$ cat src/rtl/alu_pkg.sv
// Shared ALU opcode encodings and sequencer FSM states.
package alu_pkg;

    localparam logic [2:0] ALU_ADD = 3'b000;
    localparam logic [2:0] ALU_SUB = 3'b001;
    localparam logic [2:0] ALU_AND = 3'b010;
    localparam logic [2:0] ALU_OR  = 3'b011;
    localparam logic [2:0] ALU_SRL = 3'b100;
    localparam logic [2:0] ALU_SRA = 3'b101;

    typedef enum logic [1:0] {
        ST_IDLE = 2'd0,
        ST_EXEC = 2'd1,
        ST_RESP = 2'd2
    } seq_state_e;

    // Opcodes 110 and 111 have no ALU function behind them.
    function automatic logic op_illegal(input logic [2:0] op);
        return op[2] & op[1];
    endfunction

endpackage

$ cat src/rtl/alu_op_sequencer_if.sv
// Command and response handshakes between issue logic and the sequencer.
interface alu_op_sequencer_if #(
    parameter int REG_AW = 3
);
    logic              cmd_valid;
    logic              cmd_ready;
    logic [2:0]        cmd_op;
    logic [REG_AW-1:0] cmd_rs;
    logic [REG_AW-1:0] cmd_rt;
    logic [REG_AW-1:0] cmd_rd;
    logic              cmd_use_imm;
    logic [31:0]       cmd_imm;

    logic              res_valid;
    logic              res_ready;
    logic [31:0]       res_data;
    logic [REG_AW-1:0] res_rd;
    logic              res_err;

    // Issue side: sends commands, consumes responses.
    modport master (
        output cmd_valid, cmd_op, cmd_rs, cmd_rt, cmd_rd, cmd_use_imm, cmd_imm,
        input  cmd_ready,
        input  res_valid, res_data, res_rd, res_err,
        output res_ready
    );

    // Sequencer side.
    modport slave (
        input  cmd_valid, cmd_op, cmd_rs, cmd_rt, cmd_rd, cmd_use_imm, cmd_imm,
        output cmd_ready,
        output res_valid, res_data, res_rd, res_err,
        input  res_ready
    );
endinterface

$ cat src/rtl/alu_seq_rf.sv
// Register file: one synchronous write port, three combinational reads, R0 = 0.
module alu_seq_rf #(
    parameter int REG_AW = 3
) (
    input  logic              clk,
    input  logic              reset,
    input  logic              we_i,
    input  logic [REG_AW-1:0] wa_i,
    input  logic [31:0]       wd_i,
    input  logic [REG_AW-1:0] ra_rs_i,
    input  logic [REG_AW-1:0] ra_rt_i,
    input  logic [REG_AW-1:0] ra_dbg_i,
    output logic [31:0]       rd_rs_o,
    output logic [31:0]       rd_rt_o,
    output logic [31:0]       rd_dbg_o
);
    localparam int NREG = 2 ** REG_AW;

    logic [NREG-1:0][31:0] regs_q;

    // Clear everything on reset; writes to R0 are discarded.
    always_ff @(posedge clk) begin
        if (reset) begin
            regs_q <= '0;
        end else if (we_i && (wa_i != '0)) begin
            regs_q[wa_i] <= wd_i;
        end
    end

    assign rd_rs_o  = (ra_rs_i  == '0) ? 32'd0 : regs_q[ra_rs_i];
    assign rd_rt_o  = (ra_rt_i  == '0) ? 32'd0 : regs_q[ra_rt_i];
    assign rd_dbg_o = (ra_dbg_i == '0) ? 32'd0 : regs_q[ra_dbg_i];

endmodule

$ cat src/rtl/alu_op_sequencer.sv
// Drives an external combinational ALU from a register file, one command
// at a time: accept -> execute (1 cycle) -> hold response until taken.
module alu_op_sequencer
    import alu_pkg::*;
#(
    parameter int REG_AW = 3
) (
    input  logic                 clk,
    input  logic                 reset,
    alu_op_sequencer_if.slave    bus,
    output logic [31:0]          alu_a,
    output logic [31:0]          alu_b,
    output logic [2:0]           alu_op,
    input  logic [31:0]          alu_c,
    input  logic [REG_AW-1:0]    dbg_addr,
    output logic [31:0]          dbg_data
);
    seq_state_e        state_q;
    logic              cmd_ready_q;
    logic              res_valid_q;
    logic [31:0]       res_data_q;
    logic [REG_AW-1:0] res_rd_q;
    logic              res_err_q;
    logic [31:0]       alu_a_q;
    logic [31:0]       alu_b_q;
    logic [2:0]        alu_op_q;
    logic [REG_AW-1:0] rd_q;

    logic [31:0] rs_data, rt_data;
    logic        wb_en;

    // Writeback happens on the EXEC->RESP edge, so the next accepted
    // command already reads the updated register.
    assign wb_en = (state_q == ST_EXEC) && !op_illegal(alu_op_q);

    // Operands are read while the command is presented; nothing can write
    // the file between acceptance and EXEC, so this equals an EXEC-time read.
    alu_seq_rf #(.REG_AW(REG_AW)) u_rf (
        .clk      (clk),
        .reset    (reset),
        .we_i     (wb_en),
        .wa_i     (rd_q),
        .wd_i     (alu_c),
        .ra_rs_i  (bus.cmd_rs),
        .ra_rt_i  (bus.cmd_rt),
        .ra_dbg_i (dbg_addr),
        .rd_rs_o  (rs_data),
        .rd_rt_o  (rt_data),
        .rd_dbg_o (dbg_data)
    );

    // Sequencer FSM with registered handshake and ALU-side outputs.
    always_ff @(posedge clk) begin
        if (reset) begin
            state_q     <= ST_IDLE;
            cmd_ready_q <= 1'b1;
            res_valid_q <= 1'b0;
            res_data_q  <= '0;
            res_rd_q    <= '0;
            res_err_q   <= 1'b0;
            alu_a_q     <= '0;
            alu_b_q     <= '0;
            alu_op_q    <= '0;
            rd_q        <= '0;
        end else begin
            case (state_q)
                ST_IDLE: begin
                    if (bus.cmd_valid && cmd_ready_q) begin
                        alu_a_q     <= rs_data;
                        alu_b_q     <= bus.cmd_use_imm ? bus.cmd_imm : rt_data;
                        alu_op_q    <= bus.cmd_op;
                        rd_q        <= bus.cmd_rd;
                        cmd_ready_q <= 1'b0;
                        state_q     <= ST_EXEC;
                    end
                end
                ST_EXEC: begin
                    res_data_q  <= op_illegal(alu_op_q) ? 32'd0 : alu_c;
                    res_err_q   <= op_illegal(alu_op_q);
                    res_rd_q    <= rd_q;
                    res_valid_q <= 1'b1;
                    // Quiet the ALU inputs outside EXEC.
                    alu_a_q     <= '0;
                    alu_b_q     <= '0;
                    alu_op_q    <= '0;
                    state_q     <= ST_RESP;
                end
                ST_RESP: begin
                    if (bus.res_ready) begin
                        res_valid_q <= 1'b0;
                        cmd_ready_q <= 1'b1;
                        state_q     <= ST_IDLE;
                    end
                end
                default: begin
                    state_q     <= ST_IDLE;
                    cmd_ready_q <= 1'b1;
                    res_valid_q <= 1'b0;
                end
            endcase
        end
    end

    assign bus.cmd_ready = cmd_ready_q;
    assign bus.res_valid = res_valid_q;
    assign bus.res_data  = res_data_q;
    assign bus.res_rd    = res_rd_q;
    assign bus.res_err   = res_err_q;
    assign alu_a         = alu_a_q;
    assign alu_b         = alu_b_q;
    assign alu_op        = alu_op_q;

endmodule

$ cat src/flat_wrapper.sv
// flat-port wrapper written by rule: the top's interface ports become plain ports
module alu_op_sequencer_flat import alu_pkg::*;
#(
    parameter int REG_AW = 3
)
  (clk, reset, alu_a, alu_b, alu_op, alu_c, dbg_addr, dbg_data, bus_cmd_valid, bus_cmd_op, bus_cmd_rs, bus_cmd_rt, bus_cmd_rd, bus_cmd_use_imm, bus_cmd_imm, bus_cmd_ready, bus_res_valid, bus_res_data, bus_res_rd, bus_res_err, bus_res_ready);
  alu_op_sequencer_if #(.REG_AW(REG_AW)) bus_i ();
  input  logic clk;
  input  logic reset;
  output logic [31:0] alu_a;
  output logic [31:0] alu_b;
  output logic [2:0] alu_op;
  input  logic [31:0] alu_c;
  input  logic [REG_AW-1:0] dbg_addr;
  output logic [31:0] dbg_data;
  input wire logic [$bits(bus_i.cmd_valid)-1:0] bus_cmd_valid;
  input wire logic [$bits(bus_i.cmd_op)-1:0] bus_cmd_op;
  input wire logic [$bits(bus_i.cmd_rs)-1:0] bus_cmd_rs;
  input wire logic [$bits(bus_i.cmd_rt)-1:0] bus_cmd_rt;
  input wire logic [$bits(bus_i.cmd_rd)-1:0] bus_cmd_rd;
  input wire logic [$bits(bus_i.cmd_use_imm)-1:0] bus_cmd_use_imm;
  input wire logic [$bits(bus_i.cmd_imm)-1:0] bus_cmd_imm;
  output wire logic [$bits(bus_i.cmd_ready)-1:0] bus_cmd_ready;
  output wire logic [$bits(bus_i.res_valid)-1:0] bus_res_valid;
  output wire logic [$bits(bus_i.res_data)-1:0] bus_res_data;
  output wire logic [$bits(bus_i.res_rd)-1:0] bus_res_rd;
  output wire logic [$bits(bus_i.res_err)-1:0] bus_res_err;
  input wire logic [$bits(bus_i.res_ready)-1:0] bus_res_ready;
  assign bus_i.cmd_valid = bus_cmd_valid;
  assign bus_i.cmd_op = bus_cmd_op;
  assign bus_i.cmd_rs = bus_cmd_rs;
  assign bus_i.cmd_rt = bus_cmd_rt;
  assign bus_i.cmd_rd = bus_cmd_rd;
  assign bus_i.cmd_use_imm = bus_cmd_use_imm;
  assign bus_i.cmd_imm = bus_cmd_imm;
  assign bus_cmd_ready = bus_i.cmd_ready;
  assign bus_res_valid = bus_i.res_valid;
  assign bus_res_data = bus_i.res_data;
  assign bus_res_rd = bus_i.res_rd;
  assign bus_res_err = bus_i.res_err;
  assign bus_i.res_ready = bus_res_ready;
  alu_op_sequencer #(.REG_AW(REG_AW)) u_core (.clk(clk), .reset(reset), .bus(bus_i), .alu_a(alu_a), .alu_b(alu_b), .alu_op(alu_op), .alu_c(alu_c), .dbg_addr(dbg_addr), .dbg_data(dbg_data));
endmodule
$ cat config.mk
export PLATFORM = sky130hd
export DESIGN_NAME = alu_op_sequencer_flat
export DESIGN_NICKNAME = d
export VERILOG_FILES = /design/src/rtl/alu_pkg.sv /design/src/rtl/alu_op_sequencer_if.sv /design/src/rtl/alu_seq_rf.sv /design/src/rtl/alu_op_sequencer.sv /design/src/flat_wrapper.sv
export SDC_FILE = /design/constraint.sdc
export NUM_CORES = 1
export LEC_CHECK = 0
export BUFFER_PORTS_ARGS = -buffer_cell sky130_fd_sc_hd__buf_4
export CAP_MARGIN = 30
export CORE_ASPECT_RATIO = 1.2
export CORE_MARGIN = 4
export CORE_UTILIZATION = 53
export DETAILED_ROUTE_END_ITERATION = 7
export PLACE_DENSITY = 0.77
export SLEW_MARGIN = 20
export SYNTH_ARGS = -nofsm -noshare
export SYNTH_HDL_FRONTEND = slang
export SYNTH_SLANG_ARGS = --single-unit
export TNS_END_PERCENT = 1
$ cat constraint.sdc
create_clock -name clk -period 1.75 [get_ports clk]
set_input_delay 0.2625 -clock clk [delete_from_list [all_inputs] [get_ports clk]]
set_output_delay 0.2625 -clock clk [all_outputs]
set_load 0.1 [all_outputs]
# --- After elaboration in Yosys (flattened, before gate mapping) ---
# Index checks and enable logic that the tools add are counted.
word_totals:
  reg_bits: 366
  inputBits: 84
  out_inout_bits: 137
classes:
  n_lt_le_gt_ge: 5
  n_eq_ne: 4
  mux: 28
  bitwise: 3
  reduce_logical: 16
op_table:
  columns: ["op", "n"]
  rows:
  - ["$mux 32", 11]
  - ["$bmux 32 s3", 3]
  - ["$bwmux 256", 1]
  - ["$pmux 32 s2", 2]
  - ["$demux 32 s3", 1]
  - ["$lt 3x4->1 const B", 4]
  - ["$logic_not 3->1", 3]
  - ["$reduce_and 2->1", 4]
  - ["$pmux 1 s3", 2]
  - ["$pmux 2 s3", 1]
  - ["$pmux 3 s2", 1]
  - ["$logic_and 1x1->1", 4]
  - ["$mux 2", 2]
  - ["$ge 3x1->1 const B", 1]
  - ["$mux 1", 3]
  - ["$mux 3", 1]
  - ["$reduce_and 3->1", 1]
  - ["$reduce_bool 3->1", 1]
  - ["$eq 2x1->1 const B", 1]
  - ["$eq 2x2->1 const B", 1]
  - ["$logic_not 2->1", 1]
  - ["$ne 2x1->1 const B", 1]
  - ["$ne 2x2->1 const B", 1]
  - ["$not 1->1", 2]
  - ["3 further kinds", 3]

# --- Depth between registers and ports, before layout ---
depth:
  ltp_word: 6
  depth_mapped: 8

# --- Hierarchy ---
# Synthesis repeated with hierarchy kept, for this count alone.
hier_totals:
  cells_unflattened: 1890
  hier_area_um2: 19438.6
by_module_without_submodules:
  columns: ["mod", "n_inst", "cells_per_inst", "area_per_inst_um2", "seq_area_each_um2"]
  rows:
  - ["alu_seq_rf", 1, 1571, 15593.7, 4484.3]
  - ["alu_op_sequencer", 1, 319, 3844.9, 2202.1]

# --- Least setup slack after synthesis ---
# No wires, ideal clock.
synth_timing:
  path_kind: "input to output"
  start: "input dbg_addr[1]"
  end: "output dbg_data[23]"
  arrival_time_ns: 2.701
  slack_ns: -1.214
  cell_stages: 5
  n_path_buf: 2
  cell_sequence: "clkbuf_1 nor2b_1 clkbuf_1 a221oi_1 a21oi_1"
synth_between:
  elab_chain_cells: 3
  word_cells_on_any_way: 4
  cone_classes: "3 x mux; 1 x reduce/logical"
synth_rtl:
  columns: ["item", "line", "text"]
  rows:
  - ["start, declared", "flat_wrapper.sv:14", "input logic [REG_AW-1:0] dbg_addr;"]
  - ["$bmux 32 s3", "alu_seq_rf.sv:32", "assign rd_dbg_o = (ra_dbg_i == '0) ? 32'd0 : regs_q[ra_dbg_i];"]
  - ["$mux 32 (implied by the code)", "alu_seq_rf.sv:32", null]
  - ["$mux 32 *", "alu_seq_rf.sv:32", null]
  - ["end, declared", "flat_wrapper.sv:15", "output logic [31:0] dbg_data;"]
# Every way passes the cells marked *; elsewhere a longest branch is shown, timed or not. The select of a mux whose other input is x is not followed.

# --- Worst setup path in the final report ---
layout_timing:
  start: "register u_core.u_rf.regs_q[36] (netlist bit)"
  end: "output dbg_data[4]"
layout_between:
  elab_chain_cells: 3
layout_rtl:
  columns: ["item", "line", "text"]
  rows:
  - ["start, declared", "alu_seq_rf.sv:19", "logic [NREG-1:0][31:0] regs_q;"]
  - ["start signal, assigned by index", "alu_seq_rf.sv:26", "regs_q[wa_i] <= wd_i;"]
  - ["$bmux 32 s3", "alu_seq_rf.sv:32", null]
  - ["$mux 32 (implied by the code)", "alu_seq_rf.sv:32", null]
  - ["$mux 32", "alu_seq_rf.sv:32", null]
# No other way between the ends. The select of a mux whose other input is x is not followed.

==> results.py <==
metrics = {
    "outcome": {
        "outcome": "finished with violations",
        "failed_checks": "setup timing",
    },
    "timing": {
        "period_share_pct": 117,
        "slew_headroom_pct": 35.9,
        "rsz0062_at_grt": "yes",
        "worst_pin_slew_ns": 0.961,
        "max_clock_freq_mhz": 488,
        "report.final.slew_viol_count": 0,
        "hold_viol": 0,
        "finalSetupViolCount": 32,
        "setup_ws_ns": -0.299,
        "period_minus_slack_ns": 2.05,
        "timing.hold.ws_ns": 0.0168,
        "worst_clock_skew_ns": 0.0247,
    },
    "hold_path": {
        "min_path_type": "input pin to flip-flop",
    },
    "layout": {
        "layout.cells.non_filler": 2537,
        "layout_common_cells": "457 x nand2_1, 295 x dfxtp_1, 294 x buf_4",
        "nets": 2194,
        "layout_commonest_cell": "nand2_1",
        "final_area_um2": 22900,
        "drive_gt1_share_pct": 37.3,
        "area_growth_syn_to_layout_pct": 35.2,
        "diodes": 0,
        "final_util_pct": 72.9,
    },
    "detailed_routing": {
        "viasPerCell": 6.61,
        "drcViolationCount": 0,
        "ant_nets": 0,
        "vias": 16800,
        "wl_per_cell_um": 23.9,
        "drt_iter0_drc": 1928,
        "first_pass_iters": 6,
        "wirelength_um": 60800,
    },
    "cts": {
        "cts_root_buf": "clkbuf_16",
        "clkSinkCount": 334,
        "cts_buffer_depth": 3,
        "numCtsBuffers": 36,
        "clock_latency_ns": 0.54,
        "cts_tree": "built",
        "clkTransAtPathRegs_ns": 0.07,
        "htreeDepth": 2,
    },
    "synthesis": {
        "synth_compound_area_share_pct": 18.4,
        "yosysTopAreaCellShare_pct": 39.4,
        "synthTopCellsByArea": "dfxtp_1 39%, mux4_2 13%, nand2_1 10%",
        "synthSimpleGateAreaFrac_pct": 15.8,
        "yosys.area.top_type": "dfxtp_1",
        "synthAdderAreaFrac_pct": 0,
        "ys_seq_elements": 334,
        "synth.avg_cell_area_um2": 9.10,
        "ys_warn_count": 0,
        "synth_cell_types": 33,
        "synth_mux_area_share_pct": 19.2,
        "syn_area_um2": 17000,
        "ys_seq_area_share_pct": 39.4,
        "synth_xor_area_share_pct": 0,
        "synth_nets": 1947,
        "synth_top_family_by_area": "multiplexers",
        "syn_inst": 1863,
    },
    "placed_design": {
        "place_inst": 2432,
        "place_area_um2": 20400,
        "io_buffer_count": 220,
        "dp_hpwl_um": 38200,
        "gp_congestion": 0.925,
    },
    "critical_path": {
        "critPathKind": "flip-flop to output pin",
        "path_delay_family": "flip-flops",
        "crit_required_ns": 1.49,
        "crit_fanout": 4,
        "critical_path_buf_inv_count": 2,
        "startpoint_type": "flip-flop",
        "endpoint_kind": "output pin",
        "cp_slowest_cell": "dfxtp_2",
        "cp_slowest_stage_delay_ns": 0.36,
        "path_cells": "mux2_4 -> a221oi_2 -> buf_4 -> a21oi_4 -> buf_12",
        "arrival_ns": 1.79,
    },
    "global_routing": {
        "grt_usage_pct": 33.8,
        "grt_max_degree": 100,
        "grt_pass1_wl_um": 93800,
        "grt_pass1_vias": 17000,
        "overflow": 0,
        "grt_antenna_before_repair": 0,
    },
    "die": {
        "dieArea_um2": 34900,
        "std_cell_rows": 71,
        "die_x_um": 171,
        "start_util_pct": 53.9,
        "num_io_pins": 221,
        "core_area_um2": 31400,
        "die-height_um": 204,
    },
    "run": {
        "maxCapViolCount": 0,
    },
    "power": {
        "power.density_nw_per_um2": 860,
        "leakagePower_uw": 0.00844,
        "max-vdd-ir-drop_mv": 0.646,
    },
}
-- cells in the mapped netlist (all sizes together) --
cell      n
nand2   458
dfxtp   334
a21oi   262
buf     119
clkbuf   96
mux2     96
mux4     96
a221o    64
a221oi   64
nor2     43
nor2b    37
nand2b   36
inv      35
nor3     35
a22oi    32
a32o     32
nor4      6
or4       6
a22o      3
and2      2
mux2i     2
a31oi     1
and4      1
nand4     1
nor4bb    1
o21bai    1
-- final timing paths --
path | start | to | slack [ns] | depth (start not counted)
setup reg to reg | u_core.state_q[0] | u_core.u_rf.regs_q[62] | 0.03 | 7
hold reg to reg | u_core.bus.res_rd[1] | u_core.bus.res_rd[1] | 0.46 | 2
setup / recovery | u_core.u_rf.regs_q[36] | dbg_data[4] | -0.30 | 5
hold / removal | alu_c[3] | u_core.u_rf.regs_q[195] | 0.02 | 3
-- cells by family (layout without fill, tap and decap cells) --
logic type / count (synthesis) / after routing
AO/OA/AOI/OAI: 459 / 459
multiplexers: 194 / 194
AND/OR/NAND/NOR: 626 / 626
flip-flops: 334 / 334
buffers and inverters: 250 / 523
-- registers in the layout (all words and copies together), names as in the netlist --
signal and flops:
u_core.alu_b 32, u_core.bus.res_valid 1, u_core.state_q 2, u_core.bus.res_data 32, u_core.u_rf.regs_q 224, u_core.rd_q 3, u_core.bus.res_rd 3, u_core.bus.res_err 1
u_core.alu_op 3, u_core.bus.cmd_ready 1, u_core.alu_a 32
-- timing repair --
item | in CTS | in global routing
hold buffers | 39 | 0
resized for setup | 167 | 50
pin swaps | 3 | 4
endpoints found under the hold margin | 39 | 0
setup endpoints to repair | 52 | 286
buffers inserted | 1 | 1
-- tightest hold or removal path: cells and delay by family --
kind | cells | cell delay (ns)
and+or+nand+nor | 1 | 0.06
buffers and inverters | 1 | 0.15
AOI/OAI and AO/OA | 1 | 0.05
-- per-stage QoR --
| stage | power (µW) | setup WS, ns | TNS (ns) |
|---|---|---|---|
| after floorplan | 10400 | -0.0471 | -6.93 |
| after global placement | 11500 | -0.212 | -6.69 |
| after detailed placement | 11500 | -0.220 | -7.99 |
| after CTS | 19600 | -0.293 | -7.36 |
| after global routing | 20200 | -0.341 | -9.30 |
| final | 19700 | -0.299 | -7.32 |
-- layer usage --
| layer | vias up | wire length, µm | track usage (%) |
|---|---|---|---|
| li1 | 7199 | - | - |
| met1 | 7996 | 21100 | 42.0 |
| met2 | 1312 | 29300 | 55.6 |
| met3 | 261 | 7140 | 6.38 |
| met4 | 0 | 3200 | 17.8 |
| met5 | - | 0 | 0 |
-- report_power, final --
group          internal, µW  switching, µW  leakage, µW
Sequential             7760            123      0.00272
Combinational          1260           2530      0.00511
Clock                  4820           3210     0.000607
Total                 13800           5860      0.00844
-- layout make-up --
type	instances	area, µm²
multi-input cells	1279	10000
fillers	2101	8530
flip-flops and latches	334	6740
repair buffers	424	4300
clock buffers	52	1060
well taps	401	502
clock inverters	12	174
inverters	35	131
(Power assumes the default switching activity.)
